$ cat src/rtl/ula_pkg.sv
// Shared definitions for the ULA front-end: widths, opcode encodings
// and the sequencer state enumeration.
package ula_pkg;

    // Default datapath widths
    localparam int ULA_DATA_W = 8;
    localparam int ULA_OP_W   = 4;
    localparam int ULA_RES_W  = 16;

    // Settle counter width; covers EXEC_CYCLES up to 15
    localparam int ULA_CNT_W  = 4;

    // ULA selector encodings (the sequencer passes them through untouched)
    localparam logic [3:0] OP_ADD  = 4'b0000;
    localparam logic [3:0] OP_SUB  = 4'b0001;
    localparam logic [3:0] OP_MUL  = 4'b0010;
    localparam logic [3:0] OP_DIV  = 4'b0011;
    localparam logic [3:0] OP_SHL  = 4'b0100;
    localparam logic [3:0] OP_SHR  = 4'b0101;
    localparam logic [3:0] OP_ROL  = 4'b0110;
    localparam logic [3:0] OP_ROR  = 4'b0111;
    localparam logic [3:0] OP_AND  = 4'b1000;
    localparam logic [3:0] OP_OR   = 4'b1001;
    localparam logic [3:0] OP_XOR  = 4'b1010;
    localparam logic [3:0] OP_NOR  = 4'b1011;
    localparam logic [3:0] OP_NAND = 4'b1100;
    localparam logic [3:0] OP_XNOR = 4'b1101;
    localparam logic [3:0] OP_GT   = 4'b1110;
    localparam logic [3:0] OP_EQ   = 4'b1111;

    // Sequencer states
    typedef enum logic [2:0] {
        GET_OP = 3'd0,
        GET_A  = 3'd1,
        GET_B  = 3'd2,
        EXEC   = 3'd3,
        HOLD   = 3'd4
    } seq_state_t;

endpackage

$ cat src/rtl/ula_sequencer.sv
// Front-end sequencer for the 8-bit ULA. Collects opcode, A and B bytes,
// drives the ULA inputs from registers, waits EXEC_CYCLES edges for the
// combinational result to settle, then holds the captured result until
// the consumer takes it.
//
// Handshakes: a transfer happens on a rising edge where valid && ready.
// in_ready and res_valid are pure state decodes and never depend on the
// partner's valid/ready. flush overrides any transfer on the same edge.
module ula_sequencer
    import ula_pkg::*;
#(
    parameter int DATA_W      = ULA_DATA_W,
    parameter int OP_W        = ULA_OP_W,
    parameter int RES_W       = ULA_RES_W,
    parameter int EXEC_CYCLES = 1
) (
    input  logic              clk,
    input  logic              rst_n,
    input  logic [DATA_W-1:0] in_data,
    input  logic              in_valid,
    output logic              in_ready,
    input  logic              flush,
    output logic [DATA_W-1:0] ula_a,
    output logic [DATA_W-1:0] ula_b,
    output logic [OP_W-1:0]   ula_sel,
    input  logic [RES_W-1:0]  ula_s,
    output logic [RES_W-1:0]  res_data,
    output logic [OP_W-1:0]   res_op,
    output logic              res_zero,
    output logic              res_valid,
    input  logic              res_ready,
    output logic [7:0]        op_count
);

    // Counter value at which the ULA output is considered settled
    localparam logic [ULA_CNT_W-1:0] CNT_LAST = ULA_CNT_W'(EXEC_CYCLES - 1);

    seq_state_t            state_q, state_d;
    logic [ULA_CNT_W-1:0]  cnt_q, cnt_d;
    logic [DATA_W-1:0]     a_q, a_d;
    logic [DATA_W-1:0]     b_q, b_d;
    logic [OP_W-1:0]       sel_q, sel_d;
    logic [RES_W-1:0]      res_data_q, res_data_d;
    logic [OP_W-1:0]       res_op_q, res_op_d;
    logic                  res_zero_q, res_zero_d;
    logic [7:0]            op_count_q, op_count_d;
    logic                  accept;

    // Handshake decodes depend only on state
    assign in_ready  = (state_q == GET_OP) || (state_q == GET_A) || (state_q == GET_B);
    assign res_valid = (state_q == HOLD);
    assign accept    = in_valid && in_ready;

    assign ula_a    = a_q;
    assign ula_b    = b_q;
    assign ula_sel  = sel_q;
    assign res_data = res_data_q;
    assign res_op   = res_op_q;
    assign res_zero = res_zero_q;
    assign op_count = op_count_q;

    // Next-state and register-update logic; flush overrides everything
    always_comb begin
        state_d    = state_q;
        cnt_d      = cnt_q;
        a_d        = a_q;
        b_d        = b_q;
        sel_d      = sel_q;
        res_data_d = res_data_q;
        res_op_d   = res_op_q;
        res_zero_d = res_zero_q;
        op_count_d = op_count_q;

        case (state_q)
            GET_OP: begin
                if (accept) begin
                    sel_d   = in_data[OP_W-1:0];
                    state_d = GET_A;
                end
            end
            GET_A: begin
                if (accept) begin
                    a_d     = in_data;
                    state_d = GET_B;
                end
            end
            GET_B: begin
                if (accept) begin
                    b_d     = in_data;
                    cnt_d   = '0;
                    state_d = EXEC;
                end
            end
            EXEC: begin
                if (cnt_q == CNT_LAST) begin
                    res_data_d = ula_s;
                    res_op_d   = sel_q;
                    res_zero_d = (ula_s == '0);
                    state_d    = HOLD;
                end else begin
                    cnt_d = cnt_q + 1'b1;
                end
            end
            HOLD: begin
                if (res_ready) begin
                    op_count_d = op_count_q + 8'd1;
                    state_d    = GET_OP;
                end
            end
            default: state_d = GET_OP;
        endcase

        // Abort: drop any byte or result taken this edge, keep old values
        if (flush) begin
            state_d    = GET_OP;
            a_d        = a_q;
            b_d        = b_q;
            sel_d      = sel_q;
            res_data_d = res_data_q;
            res_op_d   = res_op_q;
            res_zero_d = res_zero_q;
            op_count_d = op_count_q;
        end
    end

    // State and datapath registers with asynchronous reset
    always_ff @(posedge clk or negedge rst_n) begin
        if (!rst_n) begin
            state_q    <= GET_OP;
            cnt_q      <= '0;
            a_q        <= '0;
            b_q        <= '0;
            sel_q      <= '0;
            res_data_q <= '0;
            res_op_q   <= '0;
            res_zero_q <= 1'b1;
            op_count_q <= '0;
        end else begin
            state_q    <= state_d;
            cnt_q      <= cnt_d;
            a_q        <= a_d;
            b_q        <= b_d;
            sel_q      <= sel_d;
            res_data_q <= res_data_d;
            res_op_q   <= res_op_d;
            res_zero_q <= res_zero_d;
            op_count_q <= op_count_d;
        end
    end

endmodule

$ cat config.mk
export PLATFORM = sky130hd
export DESIGN_NAME = ula_sequencer
export DESIGN_NICKNAME = d
export VERILOG_FILES = /design/src/rtl/ula_pkg.sv /design/src/rtl/ula_sequencer.sv
export SDC_FILE = /design/constraint.sdc
export NUM_CORES = 1
export LEC_CHECK = 0
export BUFFER_PORTS_ARGS = -buffer_cell sky130_fd_sc_hd__buf_2
export CAP_MARGIN = 20
export CORE_MARGIN = 10
export CORE_UTILIZATION = 56
export CTS_BUF_LIST = sky130_fd_sc_hd__clkbuf_8
export DETAILED_ROUTE_END_ITERATION = 8
export PLACE_DENSITY_LB_ADDON = 0.12
export SLEW_MARGIN = 30
export SYNTH_ARGS = -nofsm -noshare
export SYNTH_HDL_FRONTEND = slang
export SYNTH_SLANG_ARGS = --single-unit
$ cat constraint.sdc
create_clock -name clk -period 5.43 [get_ports clk]
set_input_delay 0.2715 -clock clk [delete_from_list [all_inputs] [get_ports clk]]
set_output_delay 0.2715 -clock clk [all_outputs]
set_load 0.01 [all_outputs]
After elaboration in Yosys (flattened, before gate mapping)
Cells that the tools add are included.

Output and inout bits: 51. Logic and storage cells: 47. Register bits after elaboration: 56. Input port bits: 29.

Equality and inequality tests: 11. Bitwise logic cells: 1. Reduce and logical (&&, ||, !) cells: 14. Muxes and demuxes: 10. Add/sub/neg operators: 2.

Operator list (count): two-way mux 3 bit (6); AND reduction 3 bit (6); logical NOT 16 bit (1); case mux 3 bit (5 select lines) (1); != test 3 bit (second input constant) (4); adder 8 x 1 -> 8 bit (second input constant) (1); two-way mux 4 bit (2); case mux 4 bit (2 select lines) (1); == test 3 x 2 -> 1 bit (second input constant) (2); AND reduction 5 bit (1); adder 4 x 1 -> 4 bit (second input constant) (1); logical NOT 4 bit (1); != test 2 bit (second input constant) (2); == test 3 x 1 -> 1 bit (second input constant) (1); == test 3 bit (second input constant) (1); logical NOT 3 bit (1); != test 3 x 2 -> 1 bit (second input constant) (1); logical OR 1 bit (2); nonzero test 2 bit (1); logical AND 1 bit (1); inverter 1 bit (1).

Longest topological paths before layout
Gate-level depths: netlist of run 1.

Depth after elaboration: 7. Depth in mapped cells: 6. Mapped depth without buffers: 5.

Worst setup path after synthesis of run 1
OpenSTA, ideal clock, no wires.

Kind: reg-to-reg. From: register cnt_q[0]. To: register res_data_q[10] (netlist: res_data[10]). Data required time: 5305 ps. Clock period less this slack: 1781 ps. Library setup time: 125 ps. Path slack: 3649 ps. Arrival: 1657 ps. Path buffers: 1. Cell stages (with the launch flop): 7. Path through: dfrtp_1 -> inv_1 -> ha_1 -> or3b_4 -> nor3_4 -> buf_6 -> mux2_2.

Longest elaborated chain between the ends: 2.

RTL lines: start: declaration (line ula_sequencer.sv:39) `logic [ULA_CNT_W-1:0] cnt_q, cnt_d;`; start signal: assignment (line ula_sequencer.sv:140) `cnt_q <= cnt_d;`; logical NOT 4 bit (line ula_sequencer.sv:95) `if (cnt_q == CNT_LAST) begin`; AND reduction 3 bit (no line); end signal: assignment (line ula_sequencer.sv:144) `res_data_q <= res_data_d;`; end: declaration (line ula_sequencer.sv:43) `logic [RES_W-1:0] res_data_q, res_data_d;`.

No other way between the ends. A chain may end at the register's enable or synchronous reset.

Worst setup path in the final report of run 1
From: register cnt_q[0]. To: register res_data_q[3] (netlist: res_data[3]).

The elaborated chain is that of the path after synthesis.

==> metrics.md, run 1 <==
| Metric | Value |
|---|---|
| Status | finished, final reports clean |
| CTS tree | yes |
| CP cell instances | inv_1 > ha_1 > or3b_4 > nor3_4 > buf_6 > mux2_2 |
| Syn_nets | 205 |
| Clk root buf | clkbuf_8 |
| Hold Vio Cnt, Final | 0 |
| Static leakage | ~1.5 nW |
| Ys async rst share | 100% |
| Post-CTS Setup Inserts | 0 |
| Power per cell area | between 300 and 400 nW/um2 |
| Layout Area Growth over Synthesis | 21.7% |
| Critical path's slowest cell | dfrtp_1 |
| Via Count | 1651 |
| Clock latency on the worst-skew pair | 0.30 ns |
| Final setup fails | 0 |
| CTS Hold Bufs | 0 |
| GRT busiest layer | met2 |
| GPL Wtd Cong | 0.841 |
| Leading post-synthesis cells by cell area | dfrtp_1 57%, mux2_2 20%, xnor2_1 2.5% |
| WS Path Type | flip-flop to flip-flop |
| Longest Clk Path Bufs | 2 |
| Synth cell types | 36 |
| Routed vias/inst | 5.41 |
| Crit start category | flip-flop |
| Routed length per instance | ~17 um |
| Fill cells | 306 |
| Worst vdd ir | around 0.00030 V |
| CP Capture Type | flip-flop |
| Post-synth EDFFs | 0 |
| Avg Inst Size Synth | between 10 and 15 um2 |
| GRT met1 Usage | 16.3% |
| Starting density of the core | 59.1% |
| Met2 Use GR | approximately a quarter |
| Htree depth | 2 |
| Fin Setup TNS | 0 ns |
| DR DRC count | 0 |
| Worst Path Max Fanout | 15 |
| Cts bufs inserted | 5 |
| CTS clk-pin slew, worst paths | 0.09 ns |
| # diodes | 0 |
| Starting DRC count in detailed routing | 37 |
| Layout cell share with drive strength beyond 1 | 52.5% |
| Gr usage total | 14.2% |
| Number of routed nets with antenna violations | 0 |
| Critical path arrival | 2.28 ns |
| Die area | 7340 um2 |
| Yosys top cell by area | dfrtp_1 |
| Largest net degree at the start of global routing | 57 |
| Num rows | 23 |
| FMAX | 481 MHz |
| Met3 global-route usage | 6.72% |
| Pre-CTS WS | 3.08 ns |
| Area of the core | 4090 um2 |
| Crit path time final | 2.08 ns |
| HP Class | input port to async pin |
| Req. time, crit path | 5.63 ns |
| Syn. warnings | 0 |
| Die width | 85.7 um |
| Relative slew slack | 55.0% |
| Final WL | between 5 and 6 mm |
| Pre-Repair DR Iteration Count | 4 |
| Pins Over Slew Limit | 0 |
| Post-synth top area share | 57.0% |
| # Max-Cap Violations | 0 |
| Number of global-route vias before repair | 1740 |
| #FFs+latches synth | 56 |
| Cell Area, Synth | 2410 um2 |
| Crit share post-route | 38.3% |
| Post-DP HPWL | about 4.1 mm |
| Nets | around 290 |
| Gate Count Post-Synth | ~170 |
| Worst-margin pin slew | 0.675 ns |
| Critical path's largest stage delay | approximately 0.43 ns |
| First-pass GRT wire length | 8.60 mm |
| # IOs | 80 |
| Main synth FF type | dfrtp_1 |
| Sequential fraction of the synthesis area | 58.1% |
| Initial antenna violation count | 0 |
| Port Buf Inserts | 79 |
| Clk sinks | 56 |
| Die Span Y | 85.7 um |
| Grt ovf | 0 |
| Setup Skew | 0.00363 ns |
| Final WS setup | around 3.3 ns |
| RSZ-0062 raised after global routing | no |
| CTS resizes | 0 |
## Yosys cell counts, types with 3 or more instances
| library cell | number |
|---|---|
| ha_1 | 3 |
| mux2i_1 | 4 |
| inv_1 | 3 |
| a21oi_1 | 3 |
| nand4_1 | 3 |
| mux2_2 | 42 |
| nand3_1 | 7 |
| xnor2_1 | 7 |
| buf_2 | 5 |
| nor2_1 | 3 |
| nor4_1 | 4 |
| nand2_1 | 4 |
| dfrtp_1 | 55 |
## cell type report
cell class / count / area, um2 / area share (%)
clock buffers: 6 / 82.6 / 2.81
clock inverters: 2 / 12.5 / 0.426
inverters: 3 / 11.3 / 0.383
multi-input cells: 107 / 952 / 32.4
flip-flops and latches: 56 / 1400 / 47.7
well taps: 50 / 62.6 / 2.13
repair buffers: 81 / 414 / 14.1
## metrics by stage
step                      cell area [um2]  hold slack [ns]  std cells  total power, mW  utilization, %
final                                2940           0.0746        305             1.06            71.9
after detailed placement             2830            0.439        296            0.840            69.3
after global placement               2830            0.444        296            0.827            69.3
after floorplan                      2410          -0.0241        173            0.710               -
after global routing                 2940            0.127        305             1.12            71.9
after CTS                            2930            0.107        304             1.07            71.6
## worst paths after layout
check                             from     endpoint  slack (ns)  cells past startpoint
max                           cnt_q[0]  res_data[3]        3.35                      6
min                              rst_n  op_count[6]        0.07                      2
max reg2reg                   cnt_q[0]  res_data[3]        3.35                      6
min reg2reg                op_count[7]  op_count[7]        0.47                      1
max in group asynchronous        rst_n  op_count[0]        4.90                      2
min in group clk            in_data[4]     ula_a[4]        0.21                      2
## routing by layer
layer  vias up  share of wire [%]
met5         -                  0
met4         0               0.77
met3         5                9.5
met2        56                 47
met1       807                 42
li1        783                  -
## worst max-delay path, delay by kind of cell, from the launching register on
family | cells | cell delay, ns
mux | 1 | 0.36
simple gates | 2 | 0.73
fa+ha+maj | 1 | 0.14
buf+inv | 2 | 0.31
flops | 1 | 0.43
## cell families after synthesis
logic type	after synthesis	synth area share [%]
adders and majority gates	3	1.56
muxes	46	21.3
AOI/OAI and AO/OA	9	2.28
DFF	56	58.1
buffers and inverters	10	2.44
and+or+nand+nor	42	11.8
xor gates and xnor gates	7	2.54
## registers in the layout, indices dropped and copies added, names as in the netlist
| signal | cells |
|---|---|
| res_zero | 1 |
| res_op | 4 |
| res_data | 16 |
| cnt_q | 4 |
| ula_sel | 4 |
| ula_b | 8 |
| op_count | 8 |
| ula_a | 8 |
| state_q | 3 |
## where the power goes
part / total (mW) / leakage, nW / switching (mW) / internal (mW)
Clock: 0.232 / 0.0526 / 0.129 / 0.103
Combinational: 0.270 / 0.718 / 0.132 / 0.138
Sequential: 0.555 / 0.719 / 0.0539 / 0.501
Total: 1.06 / 1.49 / 0.315 / 0.742
## layout by cell type (no fill, tap or decap), types with 4 or more instances in the layout
| cell type | Yosys | final |
|---|---|---|
| clkbuf_8 | 0 | 6 |
| mux2_2 | 42 | 42 |
| buf_2 | 5 | 79 |
| inv_1 | 3 | 4 |
| nor4_1 | 4 | 4 |
| xnor2_1 | 7 | 7 |
| nand3_1 | 7 | 7 |
| dfrtp_1 | 55 | 55 |
| nand2_1 | 4 | 4 |
| mux2i_1 | 4 | 4 |
Note: power is estimated with default switching activity, not from simulation.
==> run 2: changes to the inputs <==
Settings changed: ABC_AREA from default to 1, CORE_UTILIZATION 56 to 47.
Clock period 5.43 ns to 1.71 ns, I/O delays scaled along.
==> run 2 against run 1 <==
Effect of this change: final cell count is 43% higher; first-iteration DRC count grew to 3.4 times the previous value; clock skew is 0.0039 ns higher; sequential power grew to 3.6 times the previous value; non-clock buffer count is 2 higher; total power grew to 3.8 times the previous value; synthesized area is 3.1% higher; register-to-register slack worse by 3.1 ns; critical path depth stayed put; die area is 17% higher; global-route usage is 0.97 points lower; worst hold slack worse by 0.046 ns; largest cell class unchanged.
==> metrics.md, run 2 <==
| Metric | Value |
|---|---|
| Post-synth top area share | 55.3% |
| Hold_sp | in_data[4] |
| Cell Area, Synth | 2490 um2 |
| Post-DP HPWL | 4.34 mm |
| Pre-CTS WS | 0.272 ns |
| Syn. warnings | 0 |
| Static leakage | ~1.7 nW |
| Leading post-synthesis cells by cell area | dfrtp_1 55%, nand2_1 13%, inv_1 5.3% |
| GPL Wtd Cong | 0.804 |
| Relative slew slack | 68.1% |
| Commonest non-fill, non-tap cell in the layout | nand2_1 |
| Die Span Y | roughly 93 um |
| Via Count | 2034 |
| Longest Clk Path Bufs | 2 |
| Fill cells | about 470 |
| Worst-margin pin slew | 0.477 ns |
| Grt ovf | 0 |
| Num rows | 26 |
| CP Capture Type | flip-flop |
| Req. time, crit path | 1.92 ns |
| P_int | 2.64 mW |
| #FFs+latches synth | 56 |
| Final WS setup | 0.254 ns |
| Routed length per instance | ~13 um |
| Multi-input gate area | 887 um2 |
| Hold Path Cell Cnt | 3 |
| Crit start category | flip-flop |
| Layout cell share with drive strength beyond 1 | about 29% |
| Logic pwr share | 31.7% |
| Hold Vio Cnt, Final | 0 |
| Starting density of the core | about 49% |
| Gr usage total | a little over an eighth |
| Initial antenna violation count | 0 |
| Number of global-route vias before repair | a little under 2000 |
| # diodes | 0 |
| Final core occ | 59.8% |
| Crit share post-route | a little under nine tenths |
| Area of the core | 5110 um2 |
| Reg2reg setup slack | 0.25 ns |
| Seq pwr share | approximately 50% |
| Synth cell types | 27 |
| FMAX | just under 700 MHz |
| Syn_nets | ~310 |
| Number of routed nets with antenna violations | 0 |
| Worst vdd ir | 0.000783 V |
| Power per cell area | about 1300 nW/um2 |
| Clock power frac | 18.7% |
| Clock latency on the worst-skew pair | 0.31 ns |
| Count leader, synth | nand2_1 |
| Clk sinks | 56 |
| Post-synth EDFFs | 0 |
| Fin Hold WS | 0.0283 ns |
| Register-to-Register Path Depth | 6 |
| Number of cells on the critical path | 6 |
| CP cell instances | nor2_1 > nand4_2 > inv_2 > nand2_1 > nand2_1 > nand2_1 |
| Sw frac | 35.0% |
| Reg-to-reg startpoint | state_q[1] |
| Top cells by count, synth | 83 x nand2_1, 55 x dfrtp_1, 35 x inv_1 |
| CP delay by family, top | simple AND/OR/NAND/NOR gates |
| Critical path arrival | 1.67 ns |
| Largest net degree at the start of global routing | 57 |
| Final setup fails | 0 |
| Setup Skew | roughly 0.0076 ns |
| Status | finished, final reports clean |
| # IOs | 80 |
| Total power | 4.05 mW |
| WS Path Type | flip-flop to flip-flop |
| Pre-Repair DR Iteration Count | 4 |
| Most frequent cells in the layout | 83 x nand2_1, 79 x buf_2, 55 x dfrtp_1 |
| Net Sw Power | between 1 and 1.5 mW |
| Fin Setup TNS | 0 ns |
| Worst r2r dst | op_count[7] |
| Final Instance Area | 3060 um2 |
| Largest register FFs | 16 |
| Routed vias/inst | 4.68 |
| Post-CTS Setup Inserts | 0 |
| Die width | between 90 and 100 um |
| Placed insts | 426 |
| Yosys top cell by area | dfrtp_1 |
| Main synth FF type | dfrtp_1 |
| Clk root buf | clkbuf_8 |
| # Max-Cap Violations | 0 |
| DR DRC count | 0 |
| Critical path's slowest cell | dfrtp_1 |
| CTS tree | yes |
| Bufs and invs on worst path | 1 |
| Layout Area Growth over Synthesis | 22.9% |
| Worst Path Max Fanout | 8 |
| Worst Hold End | ula_a[4] |
| Final WL | 5.68 mm |
| Crit path time final | 1.46 ns |
| Cell mode on critical path | nand2_1 |
| Gate Count Post-Synth | 281 |
| Placed cell area | 2950 um2 |
| CTS clk-pin slew, worst paths | 0.10 ns |
| Storage cell area | around 1400 um2 |
| Starting DRC count in detailed routing | ~130 |
| First-pass GRT wire length | 9.52 mm |
| Critical path's largest stage delay | 0.48 ns |
| Htree depth | 2 |
| HP Class | input port to flip-flop |
| Port Buf Inserts | about 80 |
| CTS resizes | 0 |
| Non-filler cells in the finished layout | 435 |
| RSZ-0062 raised after global routing | no |
| Die area | around 8600 um2 |
| Sequential fraction of the synthesis area | 56.4% |
| Cts bufs inserted | 5 |
| Pins Over Slew Limit | 0 |
| Nets | around 400 |
| Avg Inst Size Synth | around 8.9 um2 |
| Ys async rst share | 100% |
-- run 2: routing by layer --
| metal | global-route usage (%) | wire [um] | up-vias |
|---|---|---|---|
| met2 | 19.0 | 2350 | 66 |
| met3 | 6.05 | 552 | 6 |
| met1 | 17.7 | 2720 | 909 |
| met5 | 0 | 0 | - |
| li1 | - | - | 1053 |
| met4 | 3.47 | 53 | 0 |
-- run 2: worst max-delay path by stage --
stage,from,endpoint,slack [ns]
after floorplan,state_q[1],op_count[7],0.43
after global placement,state_q[1],op_count[7],0.32
after detailed placement,state_q[1],op_count[7],0.27
after CTS,state_q[1],op_count[7],0.25
after global routing,state_q[0],ula_a[6],0.06
final,state_q[1],op_count[7],0.25
-- run 2: worst reg2reg max path: stages, from the launching register on --
cell	delay, ns
dfrtp_1	0.48
nor2_1	0.29
nand4_2	0.24
inv_2	0.19
nand2_1	0.07
nand2_1	0.06
nand2_1	0.04
-- run 2: cells by family (layout without fill, tap and decap cells) --
group / Yosys count / in the layout / share of synthesized area [%]
simple gates: 130 / 130 / 23.2
flops: 56 / 56 / 56.4
buf+inv: 45 / 129 / 7.95
compound gates: 42 / 42 / 9.15
xor+xnor: 5 / 5 / 1.76
fa+ha+maj: 3 / 3 / 1.51
-- run 2: layout make-up --
cell class / count / share of cell area, %
flip-flops and latches: 56 / 45.9
multi-input cells: 180 / 29.0
repair buffers: 83 / 14.4
inverters: 38 / 4.67
well taps: 70 / 2.87
clock buffers: 6 / 2.70
clock inverters: 2 / 0.450
-- run 2: power groups by stage --
| stage | Combinational [mW] | Sequential [mW] | Clock, mW |
|---|---|---|---|
| after floorplan | 0.486 | 2.23 | 0 |
| after global placement | 1.29 | 2.04 | 0 |
| after detailed placement | 1.33 | 2.03 | 0 |
| after CTS | 1.33 | 2.01 | 0.790 |
| after global routing | 1.48 | 2.08 | 0.846 |
| final | 1.29 | 2.01 | 0.757 |
-- run 2: repair_timing --
action | 4_1_cts | 5_1_grt
endpoints found under the setup margin | 0 | 0
endpoints found under the hold margin | 55 | 0
hold buffers | 1 | 0
==> run 3: changes to the inputs <==
Settings changed: CORE_UTILIZATION 47 to 52.
Clock period 1.71 ns to 1.6 ns, I/O delays scaled along.
==> run 3 against run 2 <==
Effect of this change: routed wire length is 1.2% lower; setup slack got worse by 0.11 ns; core utilization grew 6.0 points; clock-buffer cell count fell by 1; register-to-register slack lost 0.11 ns; global-route usage up 1.3 points; critical path type unchanged; critical endpoint unchanged; highest routed layer unchanged.
==> metrics.md, run 3 (synthesis results as in run 2) <==
| Metric | Value |
|---|---|
| Critical path arrival | 1.65 ns |
| Worst r2r dst | op_count[7] |
| Reg2reg setup slack | around 0.15 ns |
| Number of global-route vias before repair | about 2000 |
| Longest Clk Path Bufs | 2 |
| Seq pwr share | between 40% and 50% |
| WL met1 | 2.62 mm |
| Grt ovf | 0 |
| Most frequent cells in the layout | 82 x nand2_1, 79 x buf_2, 53 x dfrtp_1 |
| Layout Area Growth over Synthesis | 24.2% |
| Register-to-Register Path Depth | 6 |
| Total power | 4.58 mW |
| GPL Wtd Cong | 0.898 |
| Port Buf Inserts | 79 |
| # Max-Cap Violations | 0 |
| Static leakage | between 1.5 and 2 nW |
| First-pass GRT wire length | ~9.3 mm |
| Post-DP HPWL | approximately 4.4 mm |
| Logic pwr share | 29.8% |
| Starting density of the core | between 50% and 60% |
| Starting DRC count in detailed routing | about 110 |
| Final setup fails | 0 |
| Fill cells | 408 |
| Clock latency on the worst-skew pair | 0.31 ns |
| Non-filler cells in the finished layout | 422 |
| Crit start category | flip-flop |
| P_int | 3.09 mW |
| Hold Vio Cnt, Final | 0 |
| Multi-input gate area | 892 um2 |
| Area of the core | 4690 um2 |
| Status | finished, final reports clean |
| Via Count | 2027 |
| Fin Hold WS | 0.00841 ns |
| DR DRC count | 0 |
| Reg-to-reg startpoint | state_q[1] |
| Layout cell share with drive strength beyond 1 | 30.4% |
| Net Sw Power | 1.50 mW |
| Routed vias/inst | 4.80 |
| Initial antenna violation count | 0 |
| # diodes | 0 |
| Cts bufs inserted | 5 |
| Final WL | 5.61 mm |
| CTS tree | yes |
| Sw frac | around 33% |
| Post-CTS Setup Inserts | 0 |
| Crit share post-route | 90.8% |
| CP Capture Type | flip-flop |
| Routed length per instance | 13.3 um |
| Largest net degree at the start of global routing | 35 |
| Wire length on met3 | 373 um |
| Req. time, crit path | 1.79 ns |
| RSZ-0062 raised after global routing | no |
| Worst Path Max Fanout | 8 |
| Final core occ | 65.9% |
| Clock power frac | between 20% and 30% |
| FMAX | 689 MHz |
| Die Span Y | 89.2 um |
| Num rows | 25 |
| Timing endpoint of the critical path | op_count[7] |
| Hold_sp | res_ready |
| Worst vdd ir | 0.000939 V |
| Top layer in use | met4 |
| Final WS setup | ~0.15 ns |
| Htree depth | 2 |
| Clk sinks | 56 |
| Power per cell area | between 1000 and 1500 nW/um2 |
| Storage cell area | between 1000 and 1500 um2 |
| Placed cell area | 2940 um2 |
| Final Instance Area | slightly above 3000 um2 |
| Critical Path Source | state_q[1] |
| Number of routed nets with antenna violations | 0 |
| HP Class | input port to flip-flop |
| # IOs | 80 |
| Pins Over Slew Limit | 0 |
| Pre-CTS WS | ~0.11 ns |
| Fin Setup TNS | 0 ns |
| Gr usage total | 14.5% |
| Crit path time final | 1.45 ns |
| Commonest non-fill, non-tap cell in the layout | nand2_1 |
| Pre-Repair DR Iteration Count | 4 |
| WS Path Type | flip-flop to flip-flop |
| Clk root buf | clkbuf_8 |
| CTS clk-pin slew, worst paths | 0.10 ns |
| Routed wl met2 | 2.57 mm |
| Setup Skew | ~0.013 ns |
| Die area | 7950 um2 |
| Nets | 399 |
| Relative slew slack | 71.9% |
| Placed insts | around 410 |
| Largest register FFs | 16 |
| Die width | roughly 89 um |
| Worst-margin pin slew | 0.421 ns |
==> run 3: cell types whose count changed in the layout (fill, tap and decap cells not counted), moves of 2 or more <==
| cell | previous run | this run |
|---|---|---|
| buf_4 | 2 | 6 |
| bufinv_16 | 0 | 2 |
| dfrtp_1 | 55 | 53 |
| dfrtp_2 | 0 | 2 |
==> run 3: layout make-up <==
cell class | instances | area share, %
clock buffer | 5 | 2.23
clock inverter | 3 | 2.06
inverter | 38 | 4.62
multi-input combinational | 180 | 28.9
sequential | 56 | 45.5
tap | 54 | 2.19
timing repair buffer | 86 | 14.6
==> run 3: worst min path at each step <==
| stage | cells past startpoint | to | slack [ns] |
|---|---|---|---|
| after floorplan | 0 | cnt_q[0] | -0.22 |
| after global placement | 2 | res_op[2] | 0.08 |
| after detailed placement | 2 | cnt_q[1] | 0.08 |
| after CTS | 2 | state_q[2] | 0.01 |
| after global routing | 2 | state_q[2] | 0.02 |
| final | 2 | state_q[2] | 0.008 |
==> run 3: power by group through the flow <==
stage | sequential, mW | clock, mW | combinational [mW]
floorplan | 2.38 | 0 | 0.519
global placement | 2.18 | 0 | 1.37
detailed placement | 2.18 | 0 | 1.40
CTS | 2.16 | 1.08 | 1.40
global route | 2.24 | 1.15 | 1.56
finish | 2.16 | 1.06 | 1.36
==> run 3: repair_timing <==
item	in CTS	in global routing
gates resized for setup	0	4
setup endpoints to repair	0	12
hold buffers	1	0
hold endpoints to repair	55	0
==> run 3: worst max-delay path: stages, from the launching register on <==
cell and delay (ns):
dfrtp_2 0.49, nor2_2 0.22, nand4_2 0.25, inv_2 0.21, nand2_1 0.07, nand2_1 0.06, nand2_1 0.05
==> run 3: layer usage <==
metal,vias up,global-route usage (%)
li1,1059,-
met3,5,4.38
met1,915,18.8
met2,48,23.6
met4,0,2.89
met5,-,0
